==> config.mk <==
export PLATFORM = sky130hd
export DESIGN_NAME = task_answer_packer
export DESIGN_NICKNAME = d
export VERILOG_FILES = /design/src/rtl/task_answer_packer.sv
export SDC_FILE = /design/constraint.sdc
export NUM_CORES = 2
export LEC_CHECK = 0
export ABC_AREA = 1
export CAP_MARGIN = 20
export CORE_MARGIN = 2
export CORE_UTILIZATION = 55
export CTS_CLUSTER_DIAMETER = 100
export CTS_CLUSTER_SIZE = 24
export DETAILED_ROUTE_END_ITERATION = 16
export PLACE_DENSITY = 0.76
export SLEW_MARGIN = 10
export SYNTH_ARGS = -nofsm -noshare
export SYNTH_HDL_FRONTEND = slang
export SYNTH_SLANG_ARGS = --single-unit
==> constraint.sdc <==
create_clock -name i_clk -period 5.9 [get_ports i_clk]
set_clock_uncertainty 0.1 [all_clocks]
set_input_delay 1.18 -clock i_clk [delete_from_list [all_inputs] [get_ports i_clk]]
set_output_delay 1.18 -clock i_clk [all_outputs]
set_load 0.05 [all_outputs]
==> src/rtl/task_answer_packer.sv <==
// task_answer_packer: packs an IN_WIDTH task-output stream into OUT_WIDTH
// answer words with byte keep and last. Packed words are buffered in a
// first-word-fall-through FIFO with downstream backpressure. The block also
// counts the bytes in each answer packet and measures the latency from task
// input to the first task output sample.
module task_answer_packer #(
   parameter int IN_WIDTH   = 8,
   parameter int OUT_WIDTH  = 32,
   parameter int FIFO_DEPTH = 64,
   parameter int LAT_WIDTH  = 32,
   parameter int SIZE_WIDTH = 32
) (
   input  logic                   i_clk,
   input  logic                   i_rst_n,
   input  logic                   i_clear,
   input  logic                   i_in_valid,
   input  logic [IN_WIDTH-1:0]    i_data,
   input  logic                   i_valid,
   input  logic                   i_last,
   output logic [OUT_WIDTH-1:0]   o_data,
   output logic [OUT_WIDTH/8-1:0] o_keep,
   output logic                   o_valid,
   output logic                   o_last,
   input  logic                   i_ready,
   output logic [SIZE_WIDTH-1:0]  o_size_bytes,
   output logic                   o_size_valid,
   output logic [LAT_WIDTH-1:0]   o_lat,
   output logic                   o_lat_valid,
   output logic                   o_overflow
);

   localparam int RATIO    = OUT_WIDTH / IN_WIDTH;
   localparam int IN_BYTES = IN_WIDTH / 8;
   localparam int KEEP_W   = OUT_WIDTH / 8;
   localparam int SLOT_W   = (RATIO > 1) ? $clog2(RATIO) : 1;
   localparam int AW       = $clog2(FIFO_DEPTH);

   localparam logic [SLOT_W-1:0] LAST_SLOT = SLOT_W'(RATIO - 1);

   // Latency meter states
   localparam logic [1:0] ST_IDLE  = 2'd0;
   localparam logic [1:0] ST_COUNT = 2'd1;
   localparam logic [1:0] ST_DONE  = 2'd2;

   typedef struct packed {
      logic [OUT_WIDTH-1:0] data;
      logic [KEEP_W-1:0]    keep;
      logic                 last;
   } word_t;

   // Packer state: slot index plus the partially assembled word
   logic [SLOT_W-1:0]    slot_q, slot_d;
   logic [OUT_WIDTH-1:0] acc_data_q, acc_data_d;
   logic [KEEP_W-1:0]    acc_keep_q, acc_keep_d;

   // Word handed to the FIFO on the completing sample
   logic [OUT_WIDTH-1:0] word_data;
   logic [KEEP_W-1:0]    word_keep;
   logic                 word_push;

   // FIFO pointers carry one extra wrap bit to tell full from empty
   logic [AW:0] wr_ptr_q, wr_ptr_d;
   logic [AW:0] rd_ptr_q, rd_ptr_d;
   logic        overflow_q, overflow_d;
   logic        fifo_empty, fifo_full, fifo_pop, fifo_wr;
   word_t       fifo_mem [FIFO_DEPTH];
   word_t       head;

   // Byte counter
   logic [SIZE_WIDTH-1:0] running_q, running_d;
   logic [SIZE_WIDTH-1:0] size_q, size_d;
   logic                  size_valid_q, size_valid_d;

   // Latency meter
   logic [1:0]           state_q, state_d;
   logic [LAT_WIDTH-1:0] cnt_q, cnt_d;
   logic [LAT_WIDTH-1:0] lat_q, lat_d;

   // Running byte count plus one sample, saturating at all-ones
   function automatic logic [SIZE_WIDTH-1:0] add_bytes(input logic [SIZE_WIDTH-1:0] v);
      logic [SIZE_WIDTH:0] sum;
      sum = {1'b0, v} + (SIZE_WIDTH + 1)'(IN_BYTES);
      return sum[SIZE_WIDTH] ? '1 : sum[SIZE_WIDTH-1:0];
   endfunction

   // Packer: merge the current sample into its slot and decide completion
   always_comb begin
      // NOTE: every variable assigned here gets a default first so no path
      // leaves it unassigned, which would otherwise infer a latch.
      slot_d     = slot_q;
      acc_data_d = acc_data_q;
      acc_keep_d = acc_keep_q;
      word_data  = acc_data_q;
      word_keep  = acc_keep_q;
      word_push  = 1'b0;
      if (i_valid) begin
         word_data[int'(slot_q) * IN_WIDTH +: IN_WIDTH] = i_data;
         word_keep[int'(slot_q) * IN_BYTES +: IN_BYTES] = '1;
         if (slot_q == LAST_SLOT || i_last) begin
            word_push  = 1'b1;
            slot_d     = '0;
            acc_data_d = '0;
            acc_keep_d = '0;
         end else begin
            slot_d     = slot_q + SLOT_W'(1);
            acc_data_d = word_data;
            acc_keep_d = word_keep;
         end
      end
      if (i_clear) begin
         slot_d     = '0;
         acc_data_d = '0;
         acc_keep_d = '0;
         word_push  = 1'b0;
      end
   end

   assign fifo_empty = (wr_ptr_q == rd_ptr_q);
   assign fifo_full  = (wr_ptr_q[AW] != rd_ptr_q[AW]) &&
                       (wr_ptr_q[AW-1:0] == rd_ptr_q[AW-1:0]);
   assign fifo_pop   = !fifo_empty && i_ready;
   // A push into a full FIFO still lands when the head leaves on the same edge
   assign fifo_wr    = word_push && (!fifo_full || fifo_pop);

   // FIFO pointer and sticky overflow update
   always_comb begin
      wr_ptr_d   = wr_ptr_q;
      rd_ptr_d   = rd_ptr_q;
      overflow_d = overflow_q;
      if (fifo_wr)  wr_ptr_d = wr_ptr_q + (AW + 1)'(1);
      if (fifo_pop) rd_ptr_d = rd_ptr_q + (AW + 1)'(1);
      if (word_push && fifo_full && !fifo_pop) overflow_d = 1'b1;
      if (i_clear) begin
         wr_ptr_d   = '0;
         rd_ptr_d   = '0;
         overflow_d = 1'b0;
      end
   end

   // Byte counter: every sample counts, a last sample publishes the total
   always_comb begin
      running_d    = running_q;
      size_d       = size_q;
      size_valid_d = 1'b0;
      if (i_valid) begin
         if (i_last) begin
            size_d       = add_bytes(running_q);
            size_valid_d = 1'b1;
            running_d    = '0;
         end else begin
            running_d = add_bytes(running_q);
         end
      end
      if (i_clear) begin
         running_d    = '0;
         size_d       = '0;
         size_valid_d = 1'b0;
      end
   end

   // Latency meter: cycles from task input accepted to first output sample
   always_comb begin
      state_d = state_q;
      cnt_d   = cnt_q;
      lat_d   = lat_q;
      case (state_q)
         ST_IDLE: begin
            if (i_in_valid) begin
               if (i_valid) begin
                  lat_d   = '0;
                  state_d = ST_DONE;
               end else begin
                  cnt_d   = LAT_WIDTH'(1);
                  state_d = ST_COUNT;
               end
            end
         end
         ST_COUNT: begin
            if (i_valid) begin
               lat_d   = cnt_q;
               state_d = ST_DONE;
            end else if (cnt_q != '1) begin
               cnt_d = cnt_q + LAT_WIDTH'(1);
            end
         end
         ST_DONE: state_d = ST_DONE;
         default: state_d = ST_IDLE;
      endcase
      if (i_clear) begin
         state_d = ST_IDLE;
         cnt_d   = '0;
         lat_d   = '0;
      end
   end

   // Control and datapath registers
   always_ff @(posedge i_clk or negedge i_rst_n) begin
      // NOTE: sequential state uses non-blocking assignments so every flop
      // samples the pre-edge values regardless of statement order.
      if (!i_rst_n) begin
         slot_q       <= '0;
         acc_data_q   <= '0;
         acc_keep_q   <= '0;
         wr_ptr_q     <= '0;
         rd_ptr_q     <= '0;
         overflow_q   <= 1'b0;
         running_q    <= '0;
         size_q       <= '0;
         size_valid_q <= 1'b0;
         state_q      <= ST_IDLE;
         cnt_q        <= '0;
         lat_q        <= '0;
      end else begin
         slot_q       <= slot_d;
         acc_data_q   <= acc_data_d;
         acc_keep_q   <= acc_keep_d;
         wr_ptr_q     <= wr_ptr_d;
         rd_ptr_q     <= rd_ptr_d;
         overflow_q   <= overflow_d;
         running_q    <= running_d;
         size_q       <= size_d;
         size_valid_q <= size_valid_d;
         state_q      <= state_d;
         cnt_q        <= cnt_d;
         lat_q        <= lat_d;
      end
   end

   // FIFO storage write
   always_ff @(posedge i_clk) begin
      // NOTE: the storage array has no reset; the pointers define which
      // entries are meaningful, and outputs are gated while the FIFO is empty.
      if (fifo_wr) begin
         fifo_mem[wr_ptr_q[AW-1:0]] <= '{data: word_data, keep: word_keep, last: i_last};
      end
   end

   assign head         = fifo_mem[rd_ptr_q[AW-1:0]];
   assign o_valid      = !fifo_empty;
   assign o_data       = o_valid ? head.data : '0;
   assign o_keep       = o_valid ? head.keep : '0;
   assign o_last       = o_valid ? head.last : 1'b0;
   assign o_overflow   = overflow_q;
   assign o_size_bytes = size_q;
   assign o_size_valid = size_valid_q;
   assign o_lat        = lat_q;
   assign o_lat_valid  = (state_q == ST_DONE);

endmodule

==> results.sh <==
export IMPL_synthTopCellsByCount="3,837 x nand2_1, 2,368 x edfxtp_1, 1,527 x inv_1, 1,261 x nand3_1, 630 x nor2_1"
export IMPL_syn_to_final_growth_pct=8.274
export IMPL_fin_nets=11010
export IMPL_grt_pass1_vias=74480
export IMPL_place_area_sq_um=117100
export IMPL_crit_arrival_ps=4510
export IMPL_drv_slew=0
export IMPL_groute_usage_overall=0.2783
export IMPL_synth_area_top_cells="edfxtp_1 64%, nand2_1 13%, nand3_1 5.7%"
export IMPL_num_vias=77320
export IMPL_drt_antenna_violating_nets=0
export IMPL_port_buffers=119
export IMPL_cts_sinks=2552
export IMPL_fin_area_sq_um=120300
export IMPL_status="finished clean"
export IMPL_wl_per_cell_um=21.13
export IMPL_path_class="reg2out"
export IMPL_reg2reg_depth=9
export IMPL_synth_area_leader_cell="edfxtp_1"
export IMPL_rsz0062_at_grt="no"
export IMPL_min_path_cells=2
export IMPL_synthesis_nets=11100
export IMPL_start_util=0.5548
export IMPL_grt_max_degree=182
export IMPL_synthArstFlopShare=0.07210
export IMPL_clk_latency_ps=830
export IMPL_cp_common_cell="nand3_1"
export IMPL_synth_seq_cells=2552
export IMPL_drt_pre_antenna_iters=8
export IMPL_crit_required_ps=4620
export IMPL_timing_rr_start="rd_ptr_q[1]"
export IMPL_root_buffer="clkbuf_16"
export IMPL_synth_cells=11070
export IMPL_hold_start="o_size_bytes[18]"
export IMPL_die_w_um=453.4
export IMPL_synth_most_common_cell="nand2_1"
export IMPL_path_cells="buf_12, buf_4, nor2_1, nor2_1, o21ai_0, nand3_1, nand3_1, nand2_1, nand3_1, a21oi_1, buf_12"
export IMPL_grt_overflow=0
export IMPL_critical_path_top_delay_family="buffers and inverters"
export IMPL_leakagePower_uw=0.04944
export IMPL_core_sq_um=200300
export IMPL_r2r_slack_ps=1430
export IMPL_grt_first_pass_wirelength_um=438300
export IMPL_hp_class="reg2reg"
export IMPL_vdd_ir_drop_max_mv=0.2713
export IMPL_drive_gt1_frac=0.05377
export IMPL_min_period_ps=5785
export IMPL_ys_flop_type="edfxtp_1"
export IMPL_tns_ps=0
export IMPL_gp_congestion=0.9095
export IMPL_die_area_sq_um=205600
export IMPL_die_y_um=453.4
export IMPL_clk_pin_slew_ps=100
export IMPL_cap_violations=0
export IMPL_cts_made_buffers=116
export IMPL_drt_iter0_markers=9935
export IMPL_avgSynthCellArea_sq_um=10.04
export IMPL_powerDensity_nw_per_um2=272.0
export IMPL_relSlewSlack=0.2442
export IMPL_floorplan_rows=164
export IMPL_fmax_mhz=172.9
export IMPL_tightest_slew_ps=1129
export IMPL_synth_edf_count=2368
export IMPL_ys_seq_area_frac=0.6815
export IMPL_final_util=0.6007
export IMPL_finalSetupViolCount=0
export IMPL_worst_path_largest_cell_delay_ps=860
export IMPL_antenna_found_initial=9
export IMPL_drc_errors=0
export IMPL_ys_warn_count=0
export IMPL_synthDominantCellAreaShare=0.6400
export IMPL_reg2reg_to="fifo_mem[13][26]"
export IMPL_synth_distinct_cells=39
export IMPL_critPathBufInv=3
export IMPL_cts_htree_levels=3
export IMPL_io_pins=120
export IMPL_start_kind="flop"
export IMPL_routed_wl_um=288900
export IMPL_hold_viol=0
export IMPL_worstPathMaxFanout=121
export IMPL_worstHoldEndpoint="o_size_bytes[18]"
export IMPL_cts_max_path_buffers=3
export IMPL_crit_path_end_kind="output port"
export IMPL_cts_tree="built"
export IMPL_finalCritPeriodShare=0.9806
export IMPL_synth_area_sq_um=111100
export IMPL_post_cts_buffers=0
export IMPL_timing_critical_path_slowest_stage_cell="dfrtp_4"
export IMPL_vias_per_cell=5.657
export IMPL_dpl_hpwl_um=168600
-- routing by layer --
layer	up-vias	GRT usage	share of wire	routed length [um]
met4	2	0.1101	0.039	11120
li1	35430	-	-	-
met5	-	0	0.000045	13
met3	618	0.03454	0.10	29230
met1	37000	0.3754	0.37	108100
met2	4278	0.4625	0.49	140400
-- worst max path at each step --
stage	startpoint	endpoint	slack, ps	depth (start not counted)
after floorplan	i_valid	fifo_mem[15][0]	460	7
after global placement	i_valid	fifo_mem[26][1]	810	9
after detailed placement	i_valid	fifo_mem[27][3]	780	9
after CTS	rd_ptr_q[0]	o_data[23]	80	13
after global routing	rd_ptr_q[0]	o_keep[3]	4	11
final	rd_ptr_q[0]	o_keep[3]	110	11
-- placed cells by master, fill, tap and decap left out, types with 19 or more instances in the layout --
| cell type | instances |
|---|---|
| nand3_1 | 1261 |
| edfxtp_1 | 2368 |
| buf_12 | 109 |
| nor2_1 | 563 |
| clkbuf_1 | 19 |
| buf_4 | 154 |
| clkbuf_16 | 116 |
| a21oi_1 | 132 |
| inv_1 | 1524 |
| nor2_4 | 66 |
| nand2_1 | 3832 |
| clkdlybuf4s50_1 | 79 |
| nor3_1 | 40 |
| or2_2 | 62 |
| o21ai_0 | 288 |
| dfrtp_1 | 180 |
| xor2_1 | 35 |
-- kinds of logic (layout without fill, tap and decap cells) --
group	Yosys count	after routing	synth area share
AND/OR/NAND/NOR	5871	5871	0.2158
flip-flops	2552	2552	0.6815
buffers and inverters	2093	2032	0.07425
AO/OA/AOI/OAI	494	494	0.02328
XOR/XNOR	48	48	0.003784
adder cells (fa/ha/maj)	13	13	0.001464
other	0	3	0
-- report_power, final --
part,total [uW],internal (uW),switching [uW],leakage (uW)
Combinational,4020,1140,2870,0.0242
Clock,9030,3600,5420,0.00152
Sequential,19700,19600,46.5,0.0237
Total,32700,24400,8340,0.0494
-- metrics by stage --
| stage | setup WS (ps) | instances | hold slack (ps) | total power [uW] |
|---|---|---|---|---|
| floorplan | 463.5 | 11070 | 359.9 | 22690 |
| finish | 114.7 | 13670 | 384.7 | 32720 |
| global route | 4.345 | 13670 | 416.7 | 33760 |
| detailed placement | 783.7 | 13520 | 364.6 | 24030 |
| CTS | 84.90 | 13660 | 385.6 | 32780 |
| global placement | 813.5 | 13510 | 363.6 | 23920 |
-- worst min-delay path, stage by stage (launching register included) --
cell and delay, ps:
dfrtp_1 350, nand2_1 50, nand2_1 50
-- sequential cells by signal, indices dropped and copies added, names as in the netlist --
signal	flops
state_q	2
rd_ptr_q	7
o_size_valid	1
acc_data_q	32
o_size_bytes	32
fifo_mem	2368
wr_ptr_q	7
o_lat	32
cnt_q	32
running_q	32
slot_q	2
acc_keep_q	4
o_overflow	1
-- what timing repair did --
item | CTS | global route
gates resized for setup | 0 | 3
endpoints found under the setup margin | 0 | 5
hold buffers | 0 | 0
-- cell type report --
type	count	area, sq um
antenna	3	7.507
clock buffer	136	2988
clock inverter	9	130.1
fill	15710	79980
inverter	1538	5809
multi-input combinational	6426	28070
sequential	2552	75730
tap	2656	3323
timing repair buffer	349	4244
No activity file was read; power rests on OpenSTA's default activity.
